`config.mk`:
```
export PLATFORM = sky130hd
export DESIGN_NAME = vga_rect_fill_flat
export DESIGN_NICKNAME = d
export VERILOG_FILES = /design/src/rtl/vga_rect_fill_if.sv /design/src/rtl/vga_rect_fill.sv /design/src/flat_wrapper.sv
export SDC_FILE = /design/constraint.sdc
export NUM_CORES = 1
export LEC_CHECK = 0
export ABC_AREA = 0
export BUFFER_PORTS_ARGS = -buffer_cell sky130_fd_sc_hd__buf_2
export CAP_MARGIN = 10
export CORE_MARGIN = 4
export CORE_UTILIZATION = 50
export CTS_BUF_LIST = sky130_fd_sc_hd__clkbuf_4 sky130_fd_sc_hd__clkbuf_8 sky130_fd_sc_hd__clkbuf_16
export CTS_CLUSTER_DIAMETER = 60
export DETAILED_ROUTE_END_ITERATION = 8
export PLACE_DENSITY_LB_ADDON = 0.12
export SLEW_MARGIN = 25
export SYNTH_ARGS = -nofsm -noshare
export SYNTH_HDL_FRONTEND = slang
export SYNTH_SLANG_ARGS = --single-unit
```
`constraint.sdc`:
```
create_clock -name pix_clk -period 3.6 [get_ports pix_clk]
set_clock_uncertainty 0.15 [all_clocks]
set_input_delay 0.18 -clock pix_clk [delete_from_list [all_inputs] [get_ports pix_clk]]
set_output_delay 0.18 -clock pix_clk [all_outputs]
set_load 0.01 [all_outputs]
```
`src/rtl/vga_rect_fill_if.sv`:
```
// Rectangle-fill command bus: one command per valid/ready handshake.
// Latency: none (wires only).
// Backpressure: the slave holds cmd_ready low while a fill is in flight.
interface vga_rect_fill_if;
  logic        cmd_valid;
  logic        cmd_ready;
  logic [11:0] cmd_x;
  logic [11:0] cmd_y;
  logic [11:0] cmd_w;
  logic [11:0] cmd_h;
  logic [11:0] cmd_color;

  // Drawing logic side: issues commands.
  modport master (
    output cmd_valid,
    output cmd_x,
    output cmd_y,
    output cmd_w,
    output cmd_h,
    output cmd_color,
    input  cmd_ready
  );

  // Fill engine side: accepts commands.
  modport slave (
    input  cmd_valid,
    input  cmd_x,
    input  cmd_y,
    input  cmd_w,
    input  cmd_h,
    input  cmd_color,
    output cmd_ready
  );
endinterface

```
`src/rtl/vga_rect_fill.sv`:
```
// Rectangle fill into the 640x480 RGB444 frame buffer write port, clipped to the screen.
// Latency: accept at 0, setup at 1, N writes from 2, done pulse at N+2, ready again at N+3.
// Backpressure: wr_stall holds the current write; cmd_ready is high only when idle.
module vga_rect_fill #(
  parameter int H_RES = 640,
  parameter int V_RES = 480,
  parameter int AW    = 19
) (
  input  logic              pix_clk,
  input  logic              rst,
  vga_rect_fill_if.slave    cmd,
  input  logic              wr_stall,
  output logic              mem_we,
  output logic [AW-1:0]     mem_addr,
  output logic [11:0]       mem_din,
  output logic              busy,
  output logic              done
);

  typedef enum logic [1:0] {
    IDLE  = 2'd0,
    SETUP = 2'd1,
    FILL  = 2'd2,
    DONE  = 2'd3
  } state_t;

  // Screen limits in the 13-bit domain used for the clipped end coordinates.
  localparam logic [12:0]   H_LIM    = 13'(H_RES);
  localparam logic [12:0]   V_LIM    = 13'(V_RES);
  localparam logic [AW-1:0] H_STRIDE = AW'(H_RES);

  state_t state;
  state_t state_nxt;

  // Command captured at accept.
  logic [11:0]   x_r;
  logic [11:0]   y_r;
  logic [11:0]   w_r;
  logic [11:0]   h_r;
  logic [11:0]   color_r;

  // Clipped exclusive end coordinates, fixed for the whole fill.
  logic [12:0]   x_end_r;
  logic [12:0]   y_end_r;

  // Walk state: current pixel and the address of column 0 of the current row.
  logic [12:0]   cur_x;
  logic [12:0]   cur_y;
  logic [AW-1:0] row_base;
  logic [AW-1:0] cur_addr;

  // Setup-stage arithmetic: 13-bit sums cannot overflow with 12-bit operands.
  logic [12:0]   x_sum;
  logic [12:0]   y_sum;
  logic [12:0]   x_end_c;
  logic [12:0]   y_end_c;
  logic          empty_rect;
  logic [AW-1:0] x_ext;
  logic [AW-1:0] row_base_c;

  // Fill-loop helpers.
  logic          accept;
  logic          commit;
  logic          x_last;
  logic          y_last;
  logic [AW-1:0] row_next;

  assign accept = cmd.cmd_valid && (state == IDLE);
  assign commit = (state == FILL) && !wr_stall;

  assign x_sum   = {1'b0, x_r} + {1'b0, w_r};
  assign y_sum   = {1'b0, y_r} + {1'b0, h_r};
  assign x_end_c = (x_sum > H_LIM) ? H_LIM : x_sum;
  assign y_end_c = (y_sum > V_LIM) ? V_LIM : y_sum;

  // Nothing visible to draw: zero size or origin already off the right/bottom edge.
  assign empty_rect = (w_r == 12'd0) || (h_r == 12'd0) ||
                      ({1'b0, x_r} >= H_LIM) || ({1'b0, y_r} >= V_LIM);

  // The one multiply: row start of the top row, used only during SETUP.
  assign x_ext      = AW'(x_r);
  assign row_base_c = AW'(y_r) * H_STRIDE;

  assign x_last   = ((cur_x + 13'd1) == x_end_r);
  assign y_last   = ((cur_y + 13'd1) == y_end_r);
  assign row_next = row_base + H_STRIDE;

  // Write port is a direct view of the walk registers; both reset to zero.
  assign mem_addr = cur_addr;
  assign mem_din  = color_r;

  // State register.
  always_ff @(posedge pix_clk) begin
    if (rst) begin
      state <= IDLE;
    end else begin
      state <= state_nxt;
    end
  end

  // Next-state decode and state-derived outputs.
  always_comb begin
    state_nxt     = state;
    cmd.cmd_ready = 1'b0;
    mem_we        = 1'b0;
    busy          = 1'b1;
    done          = 1'b0;
    case (state)
      IDLE: begin
        cmd.cmd_ready = 1'b1;
        busy          = 1'b0;
        if (cmd.cmd_valid) begin
          state_nxt = SETUP;
        end
      end
      SETUP: begin
        state_nxt = empty_rect ? DONE : FILL;
      end
      FILL: begin
        mem_we = 1'b1;
        if (commit && x_last && y_last) begin
          state_nxt = DONE;
        end
      end
      DONE: begin
        done      = 1'b1;
        state_nxt = IDLE;
      end
      default: begin
        state_nxt = IDLE;
      end
    endcase
  end

  // Command capture, setup arithmetic and the incremental address walk.
  always_ff @(posedge pix_clk) begin
    if (rst) begin
      x_r      <= '0;
      y_r      <= '0;
      w_r      <= '0;
      h_r      <= '0;
      color_r  <= '0;
      x_end_r  <= '0;
      y_end_r  <= '0;
      cur_x    <= '0;
      cur_y    <= '0;
      row_base <= '0;
      cur_addr <= '0;
    end else begin
      if (accept) begin
        x_r     <= cmd.cmd_x;
        y_r     <= cmd.cmd_y;
        w_r     <= cmd.cmd_w;
        h_r     <= cmd.cmd_h;
        color_r <= cmd.cmd_color;
      end

      if (state == SETUP) begin
        x_end_r  <= x_end_c;
        y_end_r  <= y_end_c;
        row_base <= row_base_c;
        cur_addr <= row_base_c + x_ext;
        cur_x    <= {1'b0, x_r};
        cur_y    <= {1'b0, y_r};
      end

      // Advance only on a committed write; a stalled write keeps everything put.
      if (commit) begin
        if (!x_last) begin
          cur_x    <= cur_x + 13'd1;
          cur_addr <= cur_addr + AW'(1);
        end else if (!y_last) begin
          cur_x    <= {1'b0, x_r};
          cur_y    <= cur_y + 13'd1;
          row_base <= row_next;
          cur_addr <= row_next + x_ext;
        end
      end
    end
  end

  // Clipping guarantee: no write ever lands outside the visible frame.
  a_addr_in_frame: assert property (@(posedge pix_clk) disable iff (rst)
    mem_we |-> (mem_addr < AW'(H_RES * V_RES)));

  // The walk column never leaves the visible row while writing.
  a_col_in_row: assert property (@(posedge pix_clk) disable iff (rst)
    mem_we |-> (cur_x < H_LIM) && (cur_y < V_LIM));

  // Completion is a single-cycle pulse.
  a_done_pulse: assert property (@(posedge pix_clk) disable iff (rst)
    done |=> !done);

endmodule
```
`src/flat_wrapper.sv`:
```
// flat-port wrapper written by rule: the top's interface ports become plain ports
module vga_rect_fill_flat 
#(
  parameter int H_RES = 640,
  parameter int V_RES = 480,
  parameter int AW    = 19
)
  (pix_clk, rst, wr_stall, mem_we, mem_addr, mem_din, busy, done, cmd_cmd_valid, cmd_cmd_x, cmd_cmd_y, cmd_cmd_w, cmd_cmd_h, cmd_cmd_color, cmd_cmd_ready);
  vga_rect_fill_if cmd_i ();
  input  logic pix_clk;
  input  logic rst;
  input  logic wr_stall;
  output logic mem_we;
  output logic [AW-1:0] mem_addr;
  output logic [11:0] mem_din;
  output logic busy;
  output logic done;
  input wire logic [$bits(cmd_i.cmd_valid)-1:0] cmd_cmd_valid;
  input wire logic [$bits(cmd_i.cmd_x)-1:0] cmd_cmd_x;
  input wire logic [$bits(cmd_i.cmd_y)-1:0] cmd_cmd_y;
  input wire logic [$bits(cmd_i.cmd_w)-1:0] cmd_cmd_w;
  input wire logic [$bits(cmd_i.cmd_h)-1:0] cmd_cmd_h;
  input wire logic [$bits(cmd_i.cmd_color)-1:0] cmd_cmd_color;
  output wire logic [$bits(cmd_i.cmd_ready)-1:0] cmd_cmd_ready;
  assign cmd_i.cmd_valid = cmd_cmd_valid;
  assign cmd_i.cmd_x = cmd_cmd_x;
  assign cmd_i.cmd_y = cmd_cmd_y;
  assign cmd_i.cmd_w = cmd_cmd_w;
  assign cmd_i.cmd_h = cmd_cmd_h;
  assign cmd_i.cmd_color = cmd_cmd_color;
  assign cmd_cmd_ready = cmd_i.cmd_ready;
  vga_rect_fill #(.H_RES(H_RES), .V_RES(V_RES), .AW(AW)) u_core (.pix_clk(pix_clk), .rst(rst), .cmd(cmd_i), .wr_stall(wr_stall), .mem_we(mem_we), .mem_addr(mem_addr), .mem_din(mem_din), .busy(busy), .done(done));
endmodule
```
==> flow_summary.json <==
{
  "worstSetupEndpointType": "flip-flop",
  "clock_latency_ns": 0.44,
  "switching_power_w": 0.00287,
  "htreeDepth": 4,
  "first_global_vias": 9700,
  "crit_start": "u_core.cur_x[6]$_SDFF_PP0_",
  "hold_depth": 2,
  "viasPerCell": 5.84,
  "hpwl_mm": 22.2,
  "track_usage_pct": 28.3,
  "drive_gt1_share_pct": 15.7,
  "wl_per_cell_um": 18.1,
  "crit_path_end": "u_core.mem_addr[11]$_SDFF_PP0_",
  "clk_path_buf_depth": 2,
  "place_congestion": 0.952,
  "area_delta_synth_final_pct": 22.9,
  "synth_edf_count": 0,
  "numCtsBuffers": 17,
  "cts_tree": "built",
  "setup_viol": 0,
  "drc": 0,
  "grt_max_degree": 75,
  "n_antenna_cell": 0,
  "die_height_um": 150,
  "drv_cap": 0,
  "grt-ovfl-total": 0,
  "status": "finished, final reports clean",
  "worst-setup-path-type": "flip-flop to flip-flop",
  "final_nets": 1584,
  "dr_total_vias": 10100,
  "grt_pass1_wl_mm": 50.7,
  "syn_avg_cell_area_um2": 7.92,
  "ir_worst_vdd_v": 0.000307,
  "fin_area_um2": 12400,
  "ys_ff_latch": 152,
  "reg2reg_slack_ns": 0.15,
  "initial_core_util_pct": 51.2,
  "cts_sinks": 152,
  "min_path_type": "input pin to flip-flop",
  "numPortBuffers": 98,
  "seq_area_frac_synth_pct": 30.2,
  "async_flop_share_pct": 0,
  "postRouteAntennaNets": 0,
  "timing.rr.start": "u_core.cur_x[6]$_SDFF_PP0_",
  "seqPwrFrac_pct": 33.1,
  "tightest_slew_ns": 0.879,
  "syn_area_um2": 10100,
  "antenna_found_initial": 0,
  "first_iter_violations": 716,
  "internal_power_w": 0.00423,
  "first_pass_iters": 5,
  "num_rows": 51,
  "max_slew_margin_pct": 41.4,
  "arrival_ns": 3.65,
  "synth_flop_cell": "dfxtp_1",
  "synth_warnings": 0,
  "post-route-min-period_ns": 3.45,
  "cp-start-kind": "flip-flop",
  "worstPathMaxFanout": 8,
  "post_dp_cell_area_um2": 11100,
  "power.density_nw_per_um2": 574,
  "synth_nets": 1406,
  "die_width_um": 150,
  "fill_cells": 1812,
  "cp.required_ns": 3.81,
  "clkPwrFrac_pct": 25.7,
  "core_area_um2": 19700,
  "cts_root_buf": "clkbuf_16",
  "hold_viol": 0,
  "synthCells": 1271,
  "fmax_ghz": 0.290,
  "wl_mm": 31.2,
  "finalMaxSlewViolations": 0,
  "period_share_pct": 95.7,
  "p_leak_nw": 5.21,
  "fin_util_pct": 63.0,
  "combPwrFrac_pct": 41.2,
  "rsz0062_at_grt": "false",
  "r2r_cells": 8,
  "swShare_pct": 40.4,
  "r2r_end": "u_core.mem_addr[11]$_SDFF_PP0_",
  "clkTransAtPathRegs_ns": 0.07,
  "ios": 99,
  "ys_types": 80,
  "die_area_um2": 22500
}
==> repair_timing <==
action / in CTS / in global routing
hold endpoints to repair: 60 / 0
buffers inserted: 0 / 1
gates resized for setup: 1 / 9
gates cloned: 0 / 0
pin swaps: 0 / 1
hold buffers: 60 / 0
setup endpoints to repair: 1 / 67
==> state kept, by name (all words and copies together) (netlist names) <==
name / cells
u_core.mem_addr: 19
u_core.cur_y: 13
u_core.mem_din: 12
u_core.y_end_r: 13
u_core.cur_x: 13
u_core.h_r: 12
u_core.x_end_r: 13
u_core.w_r: 12
u_core.state: 2
u_core.y_r: 12
u_core.row_base: 19
u_core.x_r: 12
==> cell type report <==
class                           instances  area, µm²  share of cell area (%)
Tap cell                              265        332                    2.68
Clock inverter                         14        146                    1.18
Sequential cell                       152       3040                    24.6
Inverter                               32        120                   0.970
Clock buffer                           18        439                    3.55
Timing Repair Buffer                  221       1600                    13.0
Multi-Input combinational cell       1025       6700                    54.1
==> cells in the mapped netlist, types with 3 or more instances <==
| cell | n | share of area [%] |
|---|---|---|
| a22o_1 | 13 | 1.1 |
| mux2i_1 | 11 | 1.1 |
| a211oi_1 | 30 | 2.2 |
| and4_1 | 5 | 0.43 |
| a31oi_1 | 10 | 0.62 |
| or2_2 | 5 | 0.31 |
| nor4_1 | 14 | 0.87 |
| ha_1 | 66 | 8.2 |
| inv_1 | 32 | 1.2 |
| xnor2_1 | 56 | 4.9 |
| or3_1 | 5 | 0.31 |
| o221ai_1 | 3 | 0.26 |
| or4_1 | 7 | 0.52 |
| nor2_1 | 78 | 2.9 |
| nor3_1 | 19 | 0.94 |
| a22oi_1 | 30 | 2.2 |
| o21a_1 | 7 | 0.52 |
| and3_1 | 24 | 1.5 |
| and2_1 | 19 | 1.2 |
| nand4_1 | 14 | 0.87 |
| nand3_1 | 37 | 1.8 |
| fa_1 | 5 | 0.99 |
| o211ai_1 | 16 | 1.2 |
| a221oi_1 | 3 | 0.26 |
| a21boi_0 | 8 | 0.60 |
| dfxtp_1 | 152 | 30 |
| nand2_1 | 191 | 7.1 |
| o31a_1 | 3 | 0.26 |
| a21o_1 | 18 | 1.3 |
| mux2_2 | 6 | 0.67 |
| nor2b_1 | 20 | 1.2 |
| nor3b_1 | 6 | 0.45 |
| o21ai_0 | 48 | 2.4 |
| buf_2 | 11 | 0.55 |
| nand2b_1 | 6 | 0.37 |
| xor2_1 | 35 | 3.0 |
| clkbuf_1 | 47 | 1.8 |
| nand3b_1 | 4 | 0.30 |
| o2111ai_1 | 3 | 0.26 |
| a2111oi_0 | 4 | 0.35 |
| a21oi_1 | 145 | 7.2 |
| o21bai_1 | 5 | 0.37 |
==> power groups by stage <==
stage                     logic [W]  clock network, W  registers [W]
after CTS                   0.00287           0.00185        0.00234
after global routing        0.00325           0.00192        0.00238
after floorplan             0.00191                 0        0.00232
final                       0.00293           0.00182        0.00235
after detailed placement    0.00279                 0        0.00238
after global placement      0.00277                 0        0.00237
==> worst min path at each step <==
| stage | endpoint | startpoint |
|---|---|---|
| 2_1_floorplan | u_core.h_r[0]$_SDFFE_PP0P_ | cmd_cmd_h[0] |
| 3_3_place_gp | u_core.w_r[2]$_SDFFE_PP0P_ | cmd_cmd_w[2] |
| 3_5_place_dp | u_core.mem_din[1]$_SDFFE_PP0P_ | cmd_cmd_color[1] |
| 4_1_cts | u_core.cur_x[1]$_SDFF_PP0_ | rst |
| 5_1_grt | u_core.cur_x[1]$_SDFF_PP0_ | rst |
| 6_report | u_core.cur_x[1]$_SDFF_PP0_ | rst |
==> layout by cell type, fill, tap and decap left out, drive strengths merged, types with 11 or more instances in the layout <==
cell type and count:
dfxtp 152, nor2 79, xor2 35, nand2 192, nor3 19, nand3 38, o21ai 51, and2 20
a21oi 146, nor4 16, mux2i 11, a22oi 30, inv 42, a211oi 30, buf 161, a22o 13
nor2b 20, and3 24, clkbuf 18, o211ai 16, dlygate4sd3 60, ha 66, xnor2 56, nand4 14
a21o 18
==> metrics by stage <==
stage          worst slack, ns  hold slack [ns]  instances  total power [W]  setup TNS (ns)
2_1_floorplan            0.314            0.166       1271          0.00423               0
3_3_place_gp            0.0592            0.270       1634          0.00515               0
3_5_place_dp          -0.00902            0.277       1634          0.00517        -0.00902
4_1_cts                 0.0419           0.0805       1726          0.00707               0
5_1_grt                0.00573            0.100       1727          0.00756               0
6_report                 0.153           0.0847       1727          0.00710               0
==> logic make-up (layout without fill, tap and decap cells) <==
logic type | after synthesis | after routing | share of synthesized area, %
buffers and inverters | 94 | 285 | 3.83
adders and majority gates | 71 | 71 | 9.19
xor gates and xnor gates | 92 | 92 | 8.14
DFF | 152 | 152 | 30.2
muxes | 17 | 17 | 1.76
AOI/OAI and AO/OA | 378 | 378 | 24.1
and+or+nand+nor | 467 | 467 | 22.8
==> layer usage <==
| layer | global-route usage [%] | vias to the layer above | routed length, µm |
|---|---|---|---|
| met4 | 11.4 | 0 | 1190 |
| li1 | - | 4967 | - |
| met2 | 46.8 | 270 | 14600 |
| met1 | 36.9 | 4772 | 14100 |
| met5 | 0 | - | 0 |
| met3 | 4.51 | 69 | 1320 |
==> critical path, stage by stage, from the launching register on <==
cell and delay [ns]:
dfxtp_1 0.48, nand3_4 0.18, or4_1 0.62, xnor2_1 0.17, a2111o_1 0.44, or3_4 0.46, buf_4 0.18, or4_1 0.54
a21oi_1 0.15
Note: power is estimated with default switching activity, not from simulation.
